--- src/rtl/hazard_ctrl.sv ---
// hazard_ctrl - pipeline sequencer for the 5-stage core.
//
// Produces per-stage write enables (*_Wr) and clears (*_Flush) for the PC,
// ID, EXE, MEM and WB pipeline registers. It resolves load-use hazards,
// divider occupancy of EXE, I/D-cache miss stalls, taken branches and
// exceptions/ERET. The pipeline registers give Flush priority over Wr.
//
// Ports:
//   clk, rst          core clock, synchronous active-low reset
//   ID_rs, ID_rt      source register fields of the instruction in ID
//   EXE_MemRead/EXE_rt  load in EXE and its destination register
//   EXE_DivStart      DIV/DIVU starting in EXE
//   IF_ICacheBusy     fetch outstanding
//   MEM_DCacheBusy    data access outstanding (freezes the whole pipe)
//   EXE_BranchTaken   redirect from EXE
//   MEM_ExcValid      exception/ERET committed in MEM
//   PC_Wr..WB_Wr      register enables
//   ID/EXE/MEM_Flush  register clears
//   StallCnt          cycles with PC_Wr low (only with HAZARD_STALL_CNT_EN)
//   DivBusy           divider occupying EXE
//
// Build option: define HAZARD_STALL_CNT_EN to add the StallCnt output.
//
// state     | meaning
// ----------+----------------------------------------------------------
// RUN       | normal issue; hazards resolved by priority each cycle
// DIV_WAIT  | divider owns EXE; front end held, bubbles into MEM
// EXC_FLUSH | one cycle after an exception, kills the stale fetch in ID

module hazard_ctrl #(
  parameter int DIV_CYCLES = 32,
  parameter int CNT_W      = 6
) (
  input  logic        clk,
  input  logic        rst,
  input  logic [4:0]  ID_rs,
  input  logic [4:0]  ID_rt,
  input  logic        EXE_MemRead,
  input  logic [4:0]  EXE_rt,
  input  logic        EXE_DivStart,
  input  logic        IF_ICacheBusy,
  input  logic        MEM_DCacheBusy,
  input  logic        EXE_BranchTaken,
  input  logic        MEM_ExcValid,
  output logic        PC_Wr,
  output logic        ID_Wr,
  output logic        EXE_Wr,
  output logic        MEM_Wr,
  output logic        WB_Wr,
  output logic        ID_Flush,
  output logic        EXE_Flush,
  output logic        MEM_Flush,
`ifdef HAZARD_STALL_CNT_EN
  output logic [31:0] StallCnt,
`endif
  output logic        DivBusy
);

  typedef enum logic [1:0] {
    RUN       = 2'd0,
    DIV_WAIT  = 2'd1,
    EXC_FLUSH = 2'd2
  } state_t;

  localparam logic [CNT_W-1:0] DIV_LOAD = CNT_W'(DIV_CYCLES - 1);

  state_t           state_q, state_d;
  logic [CNT_W-1:0] cnt_q, cnt_d;
  logic             br_pend_q, br_pend_d;
  logic             load_use;

  assign load_use = EXE_MemRead && (EXE_rt != 5'd0) &&
                    ((EXE_rt == ID_rs) || (EXE_rt == ID_rt));

  always_ff @(posedge clk) begin
    if (!rst) begin
      state_q   <= RUN;
      cnt_q     <= '0;
      br_pend_q <= 1'b0;
    end else begin
      state_q   <= state_d;
      cnt_q     <= cnt_d;
      br_pend_q <= br_pend_d;
    end
  end

  always_comb begin
    state_d   = state_q;
    cnt_d     = cnt_q;
    br_pend_d = br_pend_q;
    PC_Wr     = 1'b1;
    ID_Wr     = 1'b1;
    EXE_Wr    = 1'b1;
    MEM_Wr    = 1'b1;
    WB_Wr     = 1'b1;
    ID_Flush  = 1'b0;
    EXE_Flush = 1'b0;
    MEM_Flush = 1'b0;
    DivBusy   = 1'b0;

    // Outputs stay at their idle values while reset is asserted.
    if (rst) begin
      unique case (state_q)
        RUN: begin
          if (MEM_ExcValid) begin
            ID_Flush  = 1'b1;
            EXE_Flush = 1'b1;
            MEM_Flush = 1'b1;
            br_pend_d = 1'b0;
            state_d   = EXC_FLUSH;
          end else if (MEM_DCacheBusy) begin
            // Full freeze; a branch in EXE is seen again once it releases.
            PC_Wr  = 1'b0;
            ID_Wr  = 1'b0;
            EXE_Wr = 1'b0;
            MEM_Wr = 1'b0;
            WB_Wr  = 1'b0;
          end else if (EXE_DivStart) begin
            PC_Wr     = 1'b0;
            ID_Wr     = 1'b0;
            EXE_Wr    = 1'b0;
            MEM_Flush = 1'b1;
            cnt_d     = DIV_LOAD;
            state_d   = DIV_WAIT;
          end else if (IF_ICacheBusy) begin
            // Bubble into EXE; remember a redirect so the late fetch is killed.
            PC_Wr     = 1'b0;
            ID_Wr     = 1'b0;
            EXE_Flush = 1'b1;
            if (EXE_BranchTaken) br_pend_d = 1'b1;
          end else if (load_use) begin
            PC_Wr     = 1'b0;
            ID_Wr     = 1'b0;
            EXE_Flush = 1'b1;
          end else if (EXE_BranchTaken || br_pend_q) begin
            // Delay slot in ID advances; only the wrong-path fetch dies.
            ID_Flush  = 1'b1;
            br_pend_d = 1'b0;
          end
        end

        DIV_WAIT: begin
          DivBusy = 1'b1;
          if (MEM_ExcValid) begin
            ID_Flush  = 1'b1;
            EXE_Flush = 1'b1;
            MEM_Flush = 1'b1;
            br_pend_d = 1'b0;
            cnt_d     = '0;
            state_d   = EXC_FLUSH;
          end else if (MEM_DCacheBusy) begin
            // Freeze holds the count so the divide still gets its full time.
            PC_Wr  = 1'b0;
            ID_Wr  = 1'b0;
            EXE_Wr = 1'b0;
            MEM_Wr = 1'b0;
            WB_Wr  = 1'b0;
          end else if (cnt_q == '0) begin
            state_d = RUN;
          end else begin
            PC_Wr     = 1'b0;
            ID_Wr     = 1'b0;
            EXE_Wr    = 1'b0;
            MEM_Flush = 1'b1;
            cnt_d     = cnt_q - 1'b1;
          end
        end

        EXC_FLUSH: begin
          if (MEM_ExcValid) begin
            ID_Flush  = 1'b1;
            EXE_Flush = 1'b1;
            MEM_Flush = 1'b1;
            br_pend_d = 1'b0;
          end else begin
            ID_Flush = 1'b1;
            state_d  = RUN;
          end
        end

        default: state_d = RUN;
      endcase
    end
  end

`ifdef HAZARD_STALL_CNT_EN
  logic [31:0] stall_cnt_q;

  always_ff @(posedge clk) begin
    if (!rst) begin
      stall_cnt_q <= '0;
    end else if (!PC_Wr && (stall_cnt_q != 32'hFFFF_FFFF)) begin
      stall_cnt_q <= stall_cnt_q + 32'd1;
    end
  end

  assign StallCnt = stall_cnt_q;
`endif

endmodule

--- config.mk ---
export PLATFORM = sky130hd
export DESIGN_NAME = hazard_ctrl
export DESIGN_NICKNAME = d
export VERILOG_FILES = /design/src/rtl/hazard_ctrl.sv
export SDC_FILE = /design/constraint.sdc
export NUM_CORES = 1
export LEC_CHECK = 0
export BUFFER_PORTS_ARGS = -buffer_cell sky130_fd_sc_hd__buf_2
export CAP_MARGIN = 40
export CORE_ASPECT_RATIO = 1.25
export CORE_MARGIN = 4
export CORE_UTILIZATION = 40
export CTS_CLUSTER_DIAMETER = 60
export DETAILED_ROUTE_END_ITERATION = 16
export PLACE_DENSITY = 0.65
export REMOVE_ABC_BUFFERS = 1
export SLEW_MARGIN = 20
export SYNTH_ARGS = -nofsm -noshare
export SYNTH_HDL_FRONTEND = slang
export SYNTH_SLANG_ARGS = --single-unit
--- constraint.sdc ---
create_clock -name clk -period 1.92 [get_ports clk]
set_input_delay 0.096 -clock clk [delete_from_list [all_inputs] [get_ports clk]]
set_output_delay 0.096 -clock clk [all_outputs]
set_load 0.02 [all_outputs]
; Word level (Yosys, flattened, before mapping)
; Cells that the tools add are included.
[totals]
register_bits = 9
inputBits = 23
wordCells = 105
[classes]
add_sub_neg = 1
n_eq_ne = 18
n_mux = 69
n_reduce_logical = 14
[ops]
columns = op, count
row1 = 2-to-1 mux 1 bit, 48
row2 = 2-to-1 mux 6 bit, 6
row3 = != test 3 bit (second input constant), 6
row4 = 2-to-1 mux 2 bit, 7
row5 = != test 4 bit (second input constant), 3
row6 = case mux 6 bit (2 select lines), 1
row7 = equality test 5 bit, 2
row8 = != test 2 bit (second input constant), 4
row9 = case mux 1 bit (2 select lines), 4
row10 = AND reduction 7 bit, 1
row11 = logical NOT 6 bit, 1
row12 = case mux 1 bit (3 select lines), 2
row13 = case mux 2 bit (3 select lines), 1
row14 = AND reduction 6 bit, 1
row15 = subtractor 6 x 1 -> 6 bit (second input constant), 1
row16 = AND reduction 5 bit, 1
row17 = nonzero test 5 bit, 1
row18 = nonzero test 2 bit, 2
row19 = OR reduction 2 bit, 2
row20 = equality test 2 x 1 -> 1 bit (second input constant), 1
row21 = equality test 2 bit (second input constant), 1
row22 = logical AND 1 bit, 2
row23 = logical NOT 2 bit, 1
row24 = logical OR 1 bit, 2
row25 = != test 2 x 1 -> 1 bit (second input constant), 1

; Longest topological paths before layout
; Gate-level depths: netlist of run 1.
[logic_depth]
word_depth = 10
depth_mapped = 8
depth_no_buf = 7

; Worst setup path after synthesis of run 1
; No wires, ideal clock.
[synth_timing]
kind = reg-to-output
from = register cnt_q[0]
to = output PC_Wr
t_arrival_ns = 2.117
path_slack_ns = -0.293
stages_incl_launch_ff = 9
path_cell_list = dfxtp_1 inv_1 ha_1 nor4b_1 a21oi_1 o211ai_1 o31ai_1 nor2_1 buf_4
[synth_between]
elab_chain_cells = 6
[synth_rtl]
columns = element, line_no
row1 = "start, declared", 68  ; logic [CNT_W-1:0] cnt_q, cnt_d;
row2 = "start signal, assigned", 82  ; cnt_q <= cnt_d;
row3 = logical NOT 6 bit, 158  ; end else if (cnt_q == '0) begin
row4 = 2-to-1 mux 1 bit (3 in series), -
row5 = case mux 1 bit (2 select lines), -
row6 = 2-to-1 mux 1 bit, -
row7 = "end, declared", 45  ; output logic PC_Wr,
; No other way between the ends.

; Worst setup path in the final report of run 1
[layout_timing]
from = register cnt_q[0]
to = output PC_Wr
[layout_between]
elab_chain_cells = 6
[layout_rtl]
columns = element, line_no
row1 = logical NOT 6 bit, 158
row2 = 2-to-1 mux 1 bit, 158
row3 = 2-to-1 mux 1 bit, 151  ; end else if (MEM_DCacheBusy) begin
row4 = 2-to-1 mux 1 bit, 144  ; if (MEM_ExcValid) begin
row5 = case mux 1 bit (2 select lines), 103  ; unique case (state_q)
row6 = 2-to-1 mux 1 bit, 102  ; if (rst) begin
; No other way between the ends.

==> run_results.csv, run 1 <==
group,metric,value,unit
timing,setup_violations,0,
setup_path,crit_family,"simple AND/OR/NAND/NOR gates",
clock_network,clock-root-buffer,"clkbuf_4",
power,p_sw_share,42.1,%
place,placed_cells,190,
yosys,synth_edf_count,0,
power,power.switching,0.404,mW
yosys,synth_area,955,um2
power,irDropWorstVdd,0.000434,V
cells_and_area,final_cells,201,
grt,grt.total_usage,18.7,%
setup_path,start_kind,"register",
clock_network,cts.clk_slew.worst_paths,60,ps
timing,drv_slew,0,
routing,vias,1136,
setup_path,endpoint_kind,"output pin",
setup_path,path_max_fanout,5,
yosys,avgSynthCellArea,7.34,um2
setup_path,cpPeakStageDelay,380,ps
cells_and_area,multi_input_area,773,um2
setup_path,cp_slowest_cell,"dfxtp_4",
floorplan,dieWidth,51.7,um
cells_and_area,drive_gt1_share,39.4,%
floorplan,ioPinCount,32,
timing,rsz0062_at_grt,"yes",
clock_network,clockBufferDepth,2,
routing,wl_per_cell,14.3,um
clock_network,cts_buffers,3,
power,p_total,0.959,mW
power,p_seq_share,26.2,%
timing,whs,183,ps
power,leakagePower,0.553,nW
power,power.density,720,mW/mm2
power,combPwrFrac,58.0,%
run,drv_cap,0,
setup_path,critPathArrivalTime,1810,ps
cells_and_area,antennaDiodeCount,0,
cells_and_area,fin_nets,200,
yosys,netlist.top_cell.by_area,"dfxtp_1",
clock_network,clkLatencyLatePin,270,ps
routing,ant_nets,0,
floorplan,dieArea,0.00324,mm2
timing,tightest_slew,401,ps
hold_path,hold_path.class,"in -> reg",
floorplan,die_h,62.6,um
power,power.internal,0.555,mW
clock_network,htreeDepth,1,
grt,grt_overflow,0,
yosys,seq_area_frac_synth,18.9,%
routing,drt_iter0_markers,27,
cells_and_area,seq_area,190,um2
cells_and_area,area_delta_synth_final,39.4,%
yosys,synth-main-ff-cell,"dfxtp_1",
yosys,netlist_instances,130,
place,dpl_worst_slack,39.7,ps
cells_and_area,fillCellCount,210,
clock_network,cts_tree,"done",
yosys,yosys.cell_types.count,40,
routing,firstDrtPassIters,4,
timing,fin_crit_sh,99.5,%
floorplan,core,0.00223,mm2
timing,skew,3.59,ps
setup_path,critical_path_class,"reg -> out",
timing,max_freq,523,MHz
timing,slew_headroom,73.2,%
yosys,synth_top_area_share,18.9,%
timing,fin_ws,9.03,ps
yosys,ys_async_sr_fraction,0,%
clock_network,cts_hold_buf,0,
yosys,yosys-top-cells-area,"dfxtp_1, xor2_1, ha_1, o21ai_0, a21oi_1",
setup_path,path_buf_inv,2,
floorplan,rows,19,
setup_path,cp_cell_sequence,"inv_4 > ha_4 > nor4b_4 > a21oi_2 > o21ai_1 > nor4_1 > nor2_1 > buf_4",
timing,fin_crit,1910,ps
outcome,status,"completed",
grt,grt_max_degree,13,
place,hpwl,2000,um
grt,grt_first_pass_wirelength,4600,um
setup_path,required,1820,ps
power,pwr-share-clk,15.8,%
routing,drc,0,
routing,viasPerCell,5.65,
yosys,ys_ff_latch,9,
grt,antenna_found_initial,0,
place,place_congestion,0.821,
timing,hold_violations,0,
cells_and_area,finish.utilization,59.6,%
routing,drt_wl_total,2880,um
floorplan,initial_core_util,42.7,%
yosys,yosysWarnings,0,
grt,first_global_vias,1095,
place,placement.io_buffers,31,
setup_path,r2r_slack,90,ps
clock_network,cts_sinks,9,
cells in the mapped netlist (2+ instances only):
cell type	instances
nand2_1	4
inv_1	9
nor4_1	2
a211oi_1	4
o31ai_1	2
o21ai_0	14
dfxtp_1	9
nor2_1	11
buf_2	2
nor3_1	5
o21ai_1	3
a21oi_1	9
buf_4	3
o211ai_1	3
clkbuf_1	2
a22oi_1	2
or4_1	3
xor2_1	10
nor2b_1	2
nand2b_1	6
ha_1	6
path summary, 6_finish.rpt:
check / start / end / cells past startpoint
max: cnt_q[0] / PC_Wr / 8
min reg2reg: br_pend_q / br_pend_q / 2
max reg2reg: state_q[1] / state_q[1] / 9
min: IF_ICacheBusy / br_pend_q / 3
routing by layer:
metal	share of wire [%]	up-vias	track usage, %
met1	38	511	20.3
li1	-	558	-
met4	4.5	0	14.1
met5	0	-	0
met3	6.9	15	4.06
met2	51	52	30.6
state kept, by name, indices dropped and copies added, names as in the netlist:
name       count
cnt_q          6
state_q        2
br_pend_q      1
metrics by stage:
| step | cell area, um2 | TNS, ps |
|---|---|---|
| 6_report | 1330 | 0 |
| 5_1_grt | 1330 | -334 |
| 4_1_cts | 1250 | 0 |
| 3_5_place_dp | 1140 | 0 |
| 3_3_place_gp | 1140 | 0 |
| 2_1_floorplan | 903 | -571 |
cell usage in the layout (no fill, tap or decap), types with 4 or more instances in the layout:
cell      synthesis  layout
buf_2             2      28
xor2_1           10      10
nor3_1            5       5
dfxtp_1           9       5
nor2_1           11      11
o21ai_0          14      12
nand2b_1          6       5
nand2_1           4       4
buf_4             3      15
a21oi_1           9       8
a211oi_1          4       4
inv_1             9       5
o21ai_1           3       4
worst min-delay path: stages:
cell and delay (ps):
buf_2 100, o41a_1 150, o21ai_1 60
power groups by stage:
stage | logic (mW) | clock network (mW) | registers, mW
final | 0.556 | 0.151 | 0.252
after floorplan | 0.290 | 0 | 0.238
after CTS | 0.493 | 0.152 | 0.249
after global routing | 0.611 | 0.168 | 0.255
after detailed placement | 0.434 | 0 | 0.244
after global placement | 0.427 | 0 | 0.243
repair_timing:
action                     4_1_cts  5_1_grt
gates resized for setup         21       12
setup buffers                    3        4
pin swaps                        5        4
setup endpoints to repair        5        5
cell families (layout without fill, tap and decap cells):
logic type / after synthesis / count (layout) / share of synthesized area [%]
AO/OA/AOI/OAI: 47 / 47 / 31.7
buffers and inverters: 17 / 57 / 8.91
XOR/XNOR: 10 / 10 / 9.17
flip-flops: 9 / 9 / 18.9
adder cells (fa/ha/maj): 6 / 6 / 7.86
AND/OR/NAND/NOR: 41 / 41 / 23.5
final cells by class:
cell class / count / area share, %
Clock buffer: 4 / 1.97
Inverter: 9 / 2.91
Multi-Input combinational cell: 104 / 58.1
Sequential cell: 9 / 14.3
Tap cell: 31 / 2.91
Timing Repair Buffer: 44 / 19.8
No activity file was read; power rests on OpenSTA's default activity.
==> run 2: changes to the inputs <==
--- a/config.mk
+++ b/config.mk
@@ -5,14 +5,13 @@
 export SDC_FILE = /design/constraint.sdc
 export NUM_CORES = 1
 export LEC_CHECK = 0
-export BUFFER_PORTS_ARGS = -buffer_cell sky130_fd_sc_hd__buf_2
 export CAP_MARGIN = 40
-export CORE_ASPECT_RATIO = 1.25
-export CORE_MARGIN = 4
+export CORE_ASPECT_RATIO = 0.8
 export CORE_UTILIZATION = 40
 export CTS_CLUSTER_DIAMETER = 60
 export DETAILED_ROUTE_END_ITERATION = 16
-export PLACE_DENSITY = 0.65
+export DONT_BUFFER_PORTS = 1
+export PLACE_DENSITY = 0.53
 export REMOVE_ABC_BUFFERS = 1
 export SLEW_MARGIN = 20
 export SYNTH_ARGS = -nofsm -noshare
==> run 2 against run 1 <==
Critical path depth unchanged. Fmax increased by 1.2%. Sequential share of layout area increased by 1.4 points. Clock-buffer cell count unchanged. Utilization decreased by 4.5 points. Clock skew increased by 4.2 ps. Largest power group unchanged. Routed wire length decreased by 7.9%.
==> run_results.csv, run 2 (synthesized netlist as in run 1, its figures left out) <==
group,metric,value,unit
timing,hold_violations,0,
power,pwr-share-clk,16.9,%
timing,drv_slew,0,
timing,fin_crit,1890,ps
timing,rsz0062_at_grt,"yes",
grt,grt_max_degree,20,
clock_network,cts_sinks,9,
cells_and_area,area_delta_synth_final,26.7,%
timing,skew,7.75,ps
grt,grt_overflow,0,
setup_path,critPathArrivalTime,1790,ps
place,placement.io_buffers,0,
cells_and_area,final_cell_mix,"buf_4, o21ai_0, nor2_1",
power,power.density,766,mW/mm2
routing,wl_per_cell,15.6,um
timing,fin_ws,31.8,ps
grt,antenna_found_initial,0,
cells_and_area,fin_nets,175,
setup_path,r2r-start,"state_q[0]",
power,power.switching,0.380,mW
clock_network,htreeDepth,1,
floorplan,dieArea,0.00259,mm2
clock_network,clkLatencyLatePin,270,ps
timing,tns,0,ps
floorplan,initial_core_util,43.5,%
floorplan,ioPinCount,32,
timing,fin_crit_sh,98.3,%
hold_path,holdCritStartpoint,"EXE_DivStart",
power,p_seq_share,27.1,%
setup_path,start_kind,"register",
grt,first_global_vias,867,
clock_network,cts.clk_slew.worst_paths,70,ps
outcome,status,"completed",
run,drv_cap,0,
floorplan,core,0.00220,mm2
routing,drc,0,
timing,max_freq,530,MHz
clock_network,cts_tree,"done",
cells_and_area,fillCellCount,219,
place,place_congestion,0.755,
setup_path,required,1820,ps
clock_network,clockBufferDepth,2,
hold_path,hold_path.class,"in -> reg",
routing,viasPerCell,6.15,
cells_and_area,drive_gt1_share,28.3,%
cells_and_area,antennaDiodeCount,0,
place,placed_cell_area,0.00101,mm2
routing,vias,1045,
routing,drt_iter0_markers,56,
power,p_sw_share,41.0,%
setup_path,endpoint_kind,"output pin",
power,irDropWorstVdd,0.000415,V
power,p_total,0.927,mW
routing,firstDrtPassIters,4,
floorplan,die_h,45.7,um
setup_path,reg2regPathDepth,8,
place,placed_cells,157,
timing,setup_violations,0,
cells_and_area,final_cells,170,
cells_and_area,top_register,"cnt_q",
grt,grt_first_pass_wirelength,3760,um
timing,tightest_slew,407,ps
setup_path,r2r-end,"cnt_q[5]",
power,combPwrFrac,56.0,%
place,hpwl,1850,um
cells_and_area,biggestRegsByFlops,"cnt_q x6, state_q x2, br_pend_q x1",
floorplan,dieWidth,56.6,um
setup_path,critical_path_class,"reg -> out",
setup_path,r2r_slack,80,ps
grt,grt.total_usage,19.2,%
power,leakagePower,0.459,nW
timing,slew_headroom,72.8,%
routing,ant_nets,0,
hold_path,holdPathEnd,"state_q[0]",
cells_and_area,largest_reg_flops,6,
power,power.internal,0.547,mW
clock_network,cts_buffers,3,
place,dpl_worst_slack,22.3,ps
routing,drt_wl_total,2650,um
timing,whs,32.5,ps
clock_network,clock-root-buffer,"clkbuf_4",
cells_and_area,final_common_cell,"buf_4",
hold_path,hold_depth,2,
cells_and_area,design_area,0.00121,mm2
floorplan,rows,15,
cells_and_area,finish.utilization,55.1,%
setup_path,path_max_fanout,6,
-- run 2: cell count changes in the layout (fill, tap and decap cells not counted), sizes merged --
cell,previous run,this run
buf,44,18
dlygate4sd3,0,1
-- run 2: layout make-up --
cell class | instances | area [um2] | share of cell area (%)
Inverter | 9 | 38.8 | 3.21
Sequential cell | 9 | 190 | 15.7
Clock buffer | 4 | 26.3 | 2.17
Tap cell | 25 | 31.3 | 2.59
Multi-Input combinational cell | 104 | 771 | 63.7
Timing Repair Buffer | 19 | 153 | 12.6
-- run 2: worst max-delay path: stages, from the launching register on --
cell and delay, ps:
dfxtp_4 380, inv_2 60, ha_4 170, buf_6 120, nor2b_2 150, o211ai_1 230
o31ai_1 110, nor2_1 120, buf_4 190
-- run 2: what timing repair did --
item,CTS,global route
hold buffers,1,0
gates resized for setup,17,13
setup endpoints to repair,6,4
pin swaps,1,7
hold endpoints to repair,3,0
buffers inserted,3,5
-- run 2: routing by layer --
metal  track usage [%]  up-vias  wire length (um)
met2              29.2       45              1220
li1                  -      504                 -
met4              3.90        0                 0
met3              7.67        0               220
met5                 0        -                 0
met1              25.7      496              1210
-- run 2: how the worst max path moves through the flow --
stage | startpoint | end | depth (start not counted)
finish | state_q[0] | PC_Wr | 8
global route | cnt_q[1] | ID_Wr | 8
CTS | cnt_q[1] | PC_Wr | 8
detailed placement | state_q[0] | cnt_q[5] | 7
global placement | state_q[0] | cnt_q[5] | 7
floorplan | cnt_q[0] | ID_Wr | 7
-- run 2: power groups by stage --
stage | combinational (mW) | sequential [mW] | clock, mW
floorplan | 0.290 | 0.238 | 0
global placement | 0.396 | 0.242 | 0
detailed placement | 0.396 | 0.243 | 0
CTS | 0.456 | 0.246 | 0.158
global route | 0.559 | 0.255 | 0.170
finish | 0.519 | 0.251 | 0.157
